### src/rtl/mem_access_unit.sv
// Load/store sequencer between the datapath and a word-wide synchronous memory.
// Handles LW/LH/LB and SW/SH/SB, using read-modify-write for sub-word stores.
module mem_access_unit (
    input  logic        clk,
    input  logic        reset,
    input  logic        start,
    input  logic [2:0]  op,
    input  logic [31:0] addr,
    input  logic [31:0] wdata,
    input  logic [31:0] mem_rdata,
    output logic [31:0] mem_addr,
    output logic        mem_wr,
    output logic [31:0] mem_wdata,
    output logic [31:0] mdr_out,
    output logic [7:0]  byte_out,
    output logic        busy,
    output logic        done,
    output logic        err
);

    typedef enum logic [2:0] {StIdle, StRead, StWait, StWrite, StDone} state_e;

    state_e      state_q;
    logic [2:0]  op_q;
    logic [31:0] addr_q;
    logic [31:0] wdata_q;

    logic        start_err;
    logic [31:0] load_word;
    logic [31:0] store_word;

    // Decode of the live request, only meaningful while idle.
    always_comb begin
        start_err = 1'b0;
        unique case (op[1:0])
            2'b00:   start_err = (addr[1:0] != 2'b00);
            2'b01:   start_err = addr[0];
            2'b10:   start_err = 1'b0;
            default: start_err = 1'b1;
        endcase
    end

    always_comb begin
        load_word = 32'h0;
        unique case (op_q[1:0])
            2'b00:   load_word = mem_rdata;
            2'b01:   load_word = addr_q[1] ? {16'h0, mem_rdata[31:16]}
                                           : {16'h0, mem_rdata[15:0]};
            2'b10:   load_word = {24'h0, mem_rdata[{addr_q[1:0], 3'b000} +: 8]};
            default: load_word = 32'h0;
        endcase
    end

    // Sub-word stores merge the new lane into the word fetched during WAIT.
    always_comb begin
        store_word = mem_rdata;
        unique case (op_q[1:0])
            2'b00:   store_word = wdata_q;
            2'b01:   begin
                if (addr_q[1]) begin
                    store_word[31:16] = wdata_q[15:0];
                end else begin
                    store_word[15:0] = wdata_q[15:0];
                end
            end
            2'b10:   store_word[{addr_q[1:0], 3'b000} +: 8] = wdata_q[7:0];
            default: store_word = mem_rdata;
        endcase
    end

    always_ff @(posedge clk) begin
        if (reset) begin
            state_q   <= StIdle;
            op_q      <= 3'b000;
            addr_q    <= 32'h0;
            wdata_q   <= 32'h0;
            mdr_out   <= 32'h0;
            mem_wr    <= 1'b0;
            mem_wdata <= 32'h0;
            busy      <= 1'b0;
            done      <= 1'b0;
            err       <= 1'b0;
        end else begin
            mem_wr    <= 1'b0;
            mem_wdata <= 32'h0;
            done      <= 1'b0;
            err       <= 1'b0;
            unique case (state_q)
                StIdle: begin
                    if (start) begin
                        op_q    <= op;
                        addr_q  <= addr;
                        wdata_q <= wdata;
                        if (start_err) begin
                            state_q <= StDone;
                            done    <= 1'b1;
                            err     <= 1'b1;
                        end else if (op == 3'b100) begin
                            state_q   <= StWrite;
                            mem_wr    <= 1'b1;
                            mem_wdata <= wdata;
                            busy      <= 1'b1;
                        end else begin
                            state_q <= StRead;
                            busy    <= 1'b1;
                        end
                    end
                end
                StRead: begin
                    state_q <= StWait;
                end
                StWait: begin
                    if (op_q[2]) begin
                        state_q   <= StWrite;
                        mem_wr    <= 1'b1;
                        mem_wdata <= store_word;
                    end else begin
                        state_q <= StDone;
                        mdr_out <= load_word;
                        done    <= 1'b1;
                        busy    <= 1'b0;
                    end
                end
                StWrite: begin
                    state_q <= StDone;
                    done    <= 1'b1;
                    busy    <= 1'b0;
                end
                StDone: begin
                    state_q <= StIdle;
                end
                default: begin
                    state_q <= StIdle;
                    busy    <= 1'b0;
                end
            endcase
        end
    end

    assign mem_addr = {addr_q[31:2], 2'b00};
    assign byte_out = mdr_out[7:0];

endmodule

### config.mk
export PLATFORM = sky130hd
export DESIGN_NAME = mem_access_unit
export DESIGN_NICKNAME = d
export VERILOG_FILES = /design/src/rtl/mem_access_unit.sv
export SDC_FILE = /design/constraint.sdc
export NUM_CORES = 1
export LEC_CHECK = 0
export ABC_CLOCK_PERIOD_IN_PS = 2800
export BUFFER_PORTS_ARGS = -buffer_cell sky130_fd_sc_hd__clkbuf_2
export CAP_MARGIN = 5
export CORE_ASPECT_RATIO = 0.5
export CORE_MARGIN = 2
export CORE_UTILIZATION = 52
export CTS_CLUSTER_SIZE = 16
export DETAILED_ROUTE_END_ITERATION = 8
export HOLD_SLACK_MARGIN = 0.06
export PLACE_DENSITY = 0.81
export SYNTH_ARGS = -nofsm -noshare
export SYNTH_HDL_FRONTEND = slang
export SYNTH_SLANG_ARGS = --single-unit
### constraint.sdc
create_clock -name clk -period 2.8 [get_ports clk]
set_clock_uncertainty 0.05 [all_clocks]
set_input_delay 0.28 -clock clk [delete_from_list [all_inputs] [get_ports clk]]
set_output_delay 0.28 -clock clk [all_outputs]
set_load 0.02 [all_outputs]
# Word-level counts from Yosys, hierarchy flattened
# Index checks and enable logic that the tools add are counted.
[op_classes] n_addsub=1 n_eq_ne=12 n_shift=3 mux=30 bitwise=3 reduce_logical=9
[op_table] operator="case mux 32 bit (3 select lines)" count=2
[op_table] operator="two-way mux 32 bit" count=4
[op_table] operator="case mux 32 bit (2 select lines)" count=1
[op_table] operator="two-way mux 16 bit" count=3
[op_table] operator="bitwise mux 32 bit" count=1
[op_table] operator="variable shift 8 x 7 -> 32 bit, first input constant" count=1
[op_table] operator="variable part select 32 x 6 -> 8 bit" count=1
[op_table] operator="variable part select 8 x 7 -> 32 bit" count=1
[op_table] operator="case mux 3 bit (4 select lines)" count=1
[op_table] operator="two-way mux 1 bit" count=10
[op_table] operator="two-way mux 3 bit" count=3
[op_table] operator="case mux 1 bit (3 select lines)" count=3
[op_table] operator="negator 5 -> 7 bit" count=1
[op_table] operator="== test 3 x 2 -> 1 bit, second input constant" count=2
[op_table] operator="== test 3 bit, second input constant" count=2
[op_table] operator="inequality test 2 bit, second input constant" count=3
[op_table] operator="== test 2 x 1 -> 1 bit, second input constant" count=2
[op_table] operator="== test 2 bit, second input constant" count=2
[op_table] operator="logical NOT 2 bit" count=2
[op_table] operator="AND reduction 2 bit" count=2
[op_table] operator="AND reduction 4 bit" count=1
[op_table] operator="OR reduction 2 bit" count=2
[op_table] operator="== test 3 x 1 -> 1 bit, second input constant" count=1
[op_table] operator="logical NOT 3 bit" count=1
[op_table] operator="4 further kinds" count=6
[totals] reg_bits=138 input_bits=102 output_inout_bits=108 elab_cells=68

# Logic depth before layout (Yosys ltp)
[logic_depth] depth_word=6 depth_mapped=9 depth_no_buf=6

# Worst setup path before layout
# Ideal clock, no wire load.
[synth_timing] path_kind="register to register" startpoint="reg addr_q[1]" endpoint="reg mem_wdata[18]" setup_time_ns=0.087 t_arrival_ns=2.038 required_time_ns=2.663 setup_slack_ns=0.625 path_stages_with_launch=8 path_buffers=1 period_less_slack_ns=2.175 path_cell_list="dfxtp_1 clkbuf_1 inv_2 ha_1 or4bb_1 nor2_1 a221oi_1 o31ai_1"
[synth_between] elab_chain_len=6 word_cells_on_any_way=8 cone_classes="add/sub (1); shift (2); mux (5)"
[synth_lines] item="from (decl)" line_no="25" text="logic [31:0] addr_q;"
[synth_lines] item="from (signal assigned)" line_no="92" text="addr_q <= addr;"
[synth_lines] item="negator 5 -> 7 bit" line_no="66" text="2'b10: store_word[{addr_q[1:0], 3'b000} +: 8] = wdata_q[7:0];"
[synth_lines] item="variable part select 8 x 7 -> 32 bit or variable shift 8 x 7 -> 32 bit (tied branches)" line_no="66"
[synth_lines] item="bitwise mux 32 bit" line_no="66"
[synth_lines] item="case mux 32 bit (3 select lines) (*)" line_no="57" text="unique case (op_q[1:0])"
[synth_lines] item="two-way mux 32 bit (*)" line_no="113" text="if (op_q[2]) begin"
[synth_lines] item="case mux 32 bit (2 select lines) (*)" line_no="88" text="unique case (state_q)"
[synth_lines] item="to (signal assigned)" line_no="101" text="mem_wdata <= wdata;"
[synth_lines] item="to (signal assigned)" line_no="116" text="mem_wdata <= store_word;"
[synth_lines] item="to (decl)" line_no="13" text="output logic [31:0] mem_wdata,"
# Mark *: on every way between the ends. The rest lies on a longest branch, timed or not.
# A chain may end at the register's enable or synchronous reset.

# Final worst setup path
[layout_timing] startpoint="reg addr_q[1]" endpoint="reg mem_wdata[28]"
# The elaborated chain is that of the path after synthesis.

==> metrics.csv <==
stage,metric,value,unit
cts,insertion_delay,0.42,ns
synthesis,synth.area.mux_share,0.0249,
placed_design,io_buffers,207,
synthesis,ys_seq_area_frac,0.404,
cts,cts_htree_levels,4,
synthesis,synthesis.area,0.00683,mm²
synthesis,syn_area_per_cell,8.04,µm²
pwr,clock_power_share,0.437,
layout,nFillCells,1008,
synthesis,synth_top_area_share,0.404,
worst_setup_path,crit_arrival,2.66,ns
worst_hold_path,min_from,wdata[17],
cts,cts_root_buf,clkbuf_16,
sta,finalSetupTns,0,ns
worst_hold_path,hp-class,in -> reg,
layout,fin_nets,1146,
sta,setup_ws,0.414,ns
die,die_h,85.1,µm
synthesis,synth_top_cell_by_area,dfxtp_1,
drt,dr.pass1.iters,6,
global_routing,grt_max_degree,59,
drt,post-route-drc-count,0,
synthesis,synth_xor_area_frac,0,
worst_setup_path,startpoint,addr_q[1],
die,ios,210,
sta,finalHoldViolations,0,
synthesis,yosys_warnings,0,
status,status,"finished, final reports clean",
global_routing,grtUsageTotal,0.313,
cts,clkSlewWorstSetupHoldPaths,0.06,ns
pwr,p_sw,1.46,mW
die,start_util,0.536,
placed_design,dp_hpwl,14900,µm
global_routing,grt_pass1_vias,6923,
synthesis,synthCells,850,
die,dieArea,0.0141,mm²
drt,wl_per_cell,18.3,µm
sta,period_share,0.852,
global_routing,grt_pass1_wl,35600,µm
synthesis,synth_top_family_by_area,compound AO/OA/AOI/OAI gates,
layout,layout-drive-gt1-share,0.260,
drt,dr.first_iter.drc_count,669,
sta,finalSetupViolations,0,
synthesis,async_reset_ff_frac,0,
pwr,peakVddDrop,0.356,mV
synthesis,yosys.area_share.simple,0.204,
pwr,p_int,3.77,mW
synthesis,dominantRegCellSynth,dfxtp_1,
sta,slew_headroom,0.321,
drt,routed_wl,22300,µm
pwr,p_leak,3.83,nW
sta,fmax,419,MHz
sta,slew_viol_final,0,
worst_setup_path,critPathLaunchType,flop,
cts,clkSinkCount,138,
cts,cts_buffer_depth,2,
synthesis,synthAdderAreaFrac,0.00916,
worst_setup_path,crit_fanout,35,
layout,num_antenna_cells,0,
drt,vias,7314,
job,max_cap_viol_count,0,
pwr,pwr-share-comb,0.155,
global_routing,antenna_found_initial,0,
sta,fin_crit,2.39,ns
layout,area_growth,28.5,%
synthesis,ys_ff_latch,138,
synthesis,ys_types,53,
sta,holdWs,0.0754,ns
die,die_x,166,µm
synthesis,synth_area_leaders,"dfxtp_1 (40%), nand2_1 (9.5%), a21oi_1 (7.5%)",
placed_design,gp_congestion,0.921,
worst_setup_path,criticalPathCategory,reg -> reg,
pwr,power_density,596,mW/mm²
worst_setup_path,timing.rr.start,addr_q[1],
placed_design,pre_cts_ws,0.509,ns
sta,tightest_slew,1.01,ns
synthesis,synth-compound-area-share,0.258,
cts,cts_tree,yes,
pwr,swShare,0.279,
synthesis,synth_edf_count,0,
die,rows,29,
pwr,p_seq_frac,0.408,
layout,fin_util,0.689,
sta,rsz0062_at_grt,false,
cts,cts_buffers,17,
worst_setup_path,crit_path_end_kind,flop,
drt,postRouteAntennaNets,0,
drt,via_per_inst,5.99,
global_routing,overflow,0,
die,core_area,0.0127,mm²
worst_setup_path,required,3.08,ns
-- power by group through the flow --
| stage | Sequential (mW) | Clock [mW] | Combinational, mW |
|---|---|---|---|
| CTS | 2.13 | 2.30 | 0.790 |
| detailed placement | 2.17 | 0 | 0.727 |
| global route | 2.14 | 2.39 | 0.876 |
| finish | 2.14 | 2.29 | 0.810 |
| global placement | 2.17 | 0 | 0.708 |
| floorplan | 2.15 | 0 | 0.514 |
-- final timing paths --
check / cells past startpoint / slack, ns / end
max reg2reg: 6 / 0.41 / mem_wdata[28]
min reg2reg: 2 / 0.40 / mdr_out[16]
max: 6 / 0.41 / mem_wdata[28]
min: 2 / 0.08 / mem_wdata[17]
-- critical path: stages, from the launching register on --
cell and delay (ns):
dfxtp_1 0.37, buf_4 0.39, ha_1 0.48, nand4bb_1 0.41, o221ai_1 0.33, o211ai_1 0.16
o221ai_1 0.10
-- registers in the layout, summed over array words and instances, names as in the netlist --
| register | count |
|---|---|
| addr_q | 32 |
| state_q | 3 |
| mdr_out | 32 |
| err | 1 |
| op_q | 3 |
| busy | 1 |
| done | 1 |
| mem_wr | 1 |
| wdata_q | 32 |
| mem_wdata | 32 |
-- cell families after synthesis --
family,count (synthesis)
buffers and inverters,130
other,1
adder cells (fa/ha/maj),5
multiplexers,17
AO/OA/AOI/OAI,256
flip-flops,138
AND/OR/NAND/NOR,303
-- final cells by class --
cell class	instances	area, µm²	share of cell area
Clock buffer	23	488	0.0556
Clock inverter	9	114	0.0130
Inverter	19	71.3	0.00813
Multi-Input combinational cell	583	3410	0.389
Sequential cell	138	2760	0.315
Tap cell	170	213	0.0242
Timing Repair Buffer	280	1720	0.196
-- cells in the final DEF, fill, tap and decap left out, types with 4 or more instances in the layout --
master / count
clkbuf_2: 206
a2bb2oi_1: 15
buf_4: 20
nor2b_1: 12
nor3_1: 5
a21o_1: 18
o2bb2ai_1: 8
nand2_1: 173
mux2i_1: 17
nand4_1: 8
or3_1: 4
o211ai_1: 8
nand2b_1: 8
o21ai_0: 17
dfxtp_1: 138
clkbuf_16: 17
o21ai_2: 8
inv_1: 17
a222oi_1: 8
o221ai_1: 21
nor2_1: 46
dlygate4sd3_1: 53
and3b_1: 4
clkbuf_8: 4
nand3_1: 18
ha_1: 5
a21oi_1: 102
nor4_1: 7
a221oi_1: 16
a211oi_1: 9
a221o_1: 14
-- stage by stage --
stage          power [mW]  std cells  cell area, µm²
6_report             5.23       1222            8780
4_1_cts              5.22       1222            8780
3_5_place_dp         2.90       1137            7640
2_1_floorplan        2.66        851            6840
3_3_place_gp         2.87       1137            7640
5_1_grt              5.41       1222            8780
-- synthesized netlist by cell type (9+ instances only) --
| cell | number |
|---|---|
| nand2_1 | 173 |
| nor2b_1 | 12 |
| a2bb2oi_1 | 15 |
| a21oi_1 | 102 |
| buf_4 | 40 |
| inv_1 | 17 |
| a221o_1 | 14 |
| o21ai_0 | 17 |
| o221ai_1 | 21 |
| clkbuf_1 | 52 |
| buf_2 | 9 |
| mux2i_1 | 17 |
| a211oi_1 | 9 |
| nor2_1 | 46 |
| a21o_1 | 18 |
| nand3_1 | 18 |
| a221oi_1 | 16 |
| dfxtp_1 | 138 |
-- routing by layer --
metal / global-route usage / share of wire / vias to the layer above
met1: 0.392 / 0.40 / 3418
met4: 0.140 / 0.034 / 0
met5: 0 / 0 / -
met2: 0.508 / 0.46 / 442
li1: - / - / 3366
met3: 0.0905 / 0.11 / 88
-- what timing repair did --
action	CTS	global route
hold endpoints to repair	68	0
gates resized for setup	0	0
hold buffers	53	0
buffers inserted	0	0
No activity file was read; power rests on OpenSTA's default activity.
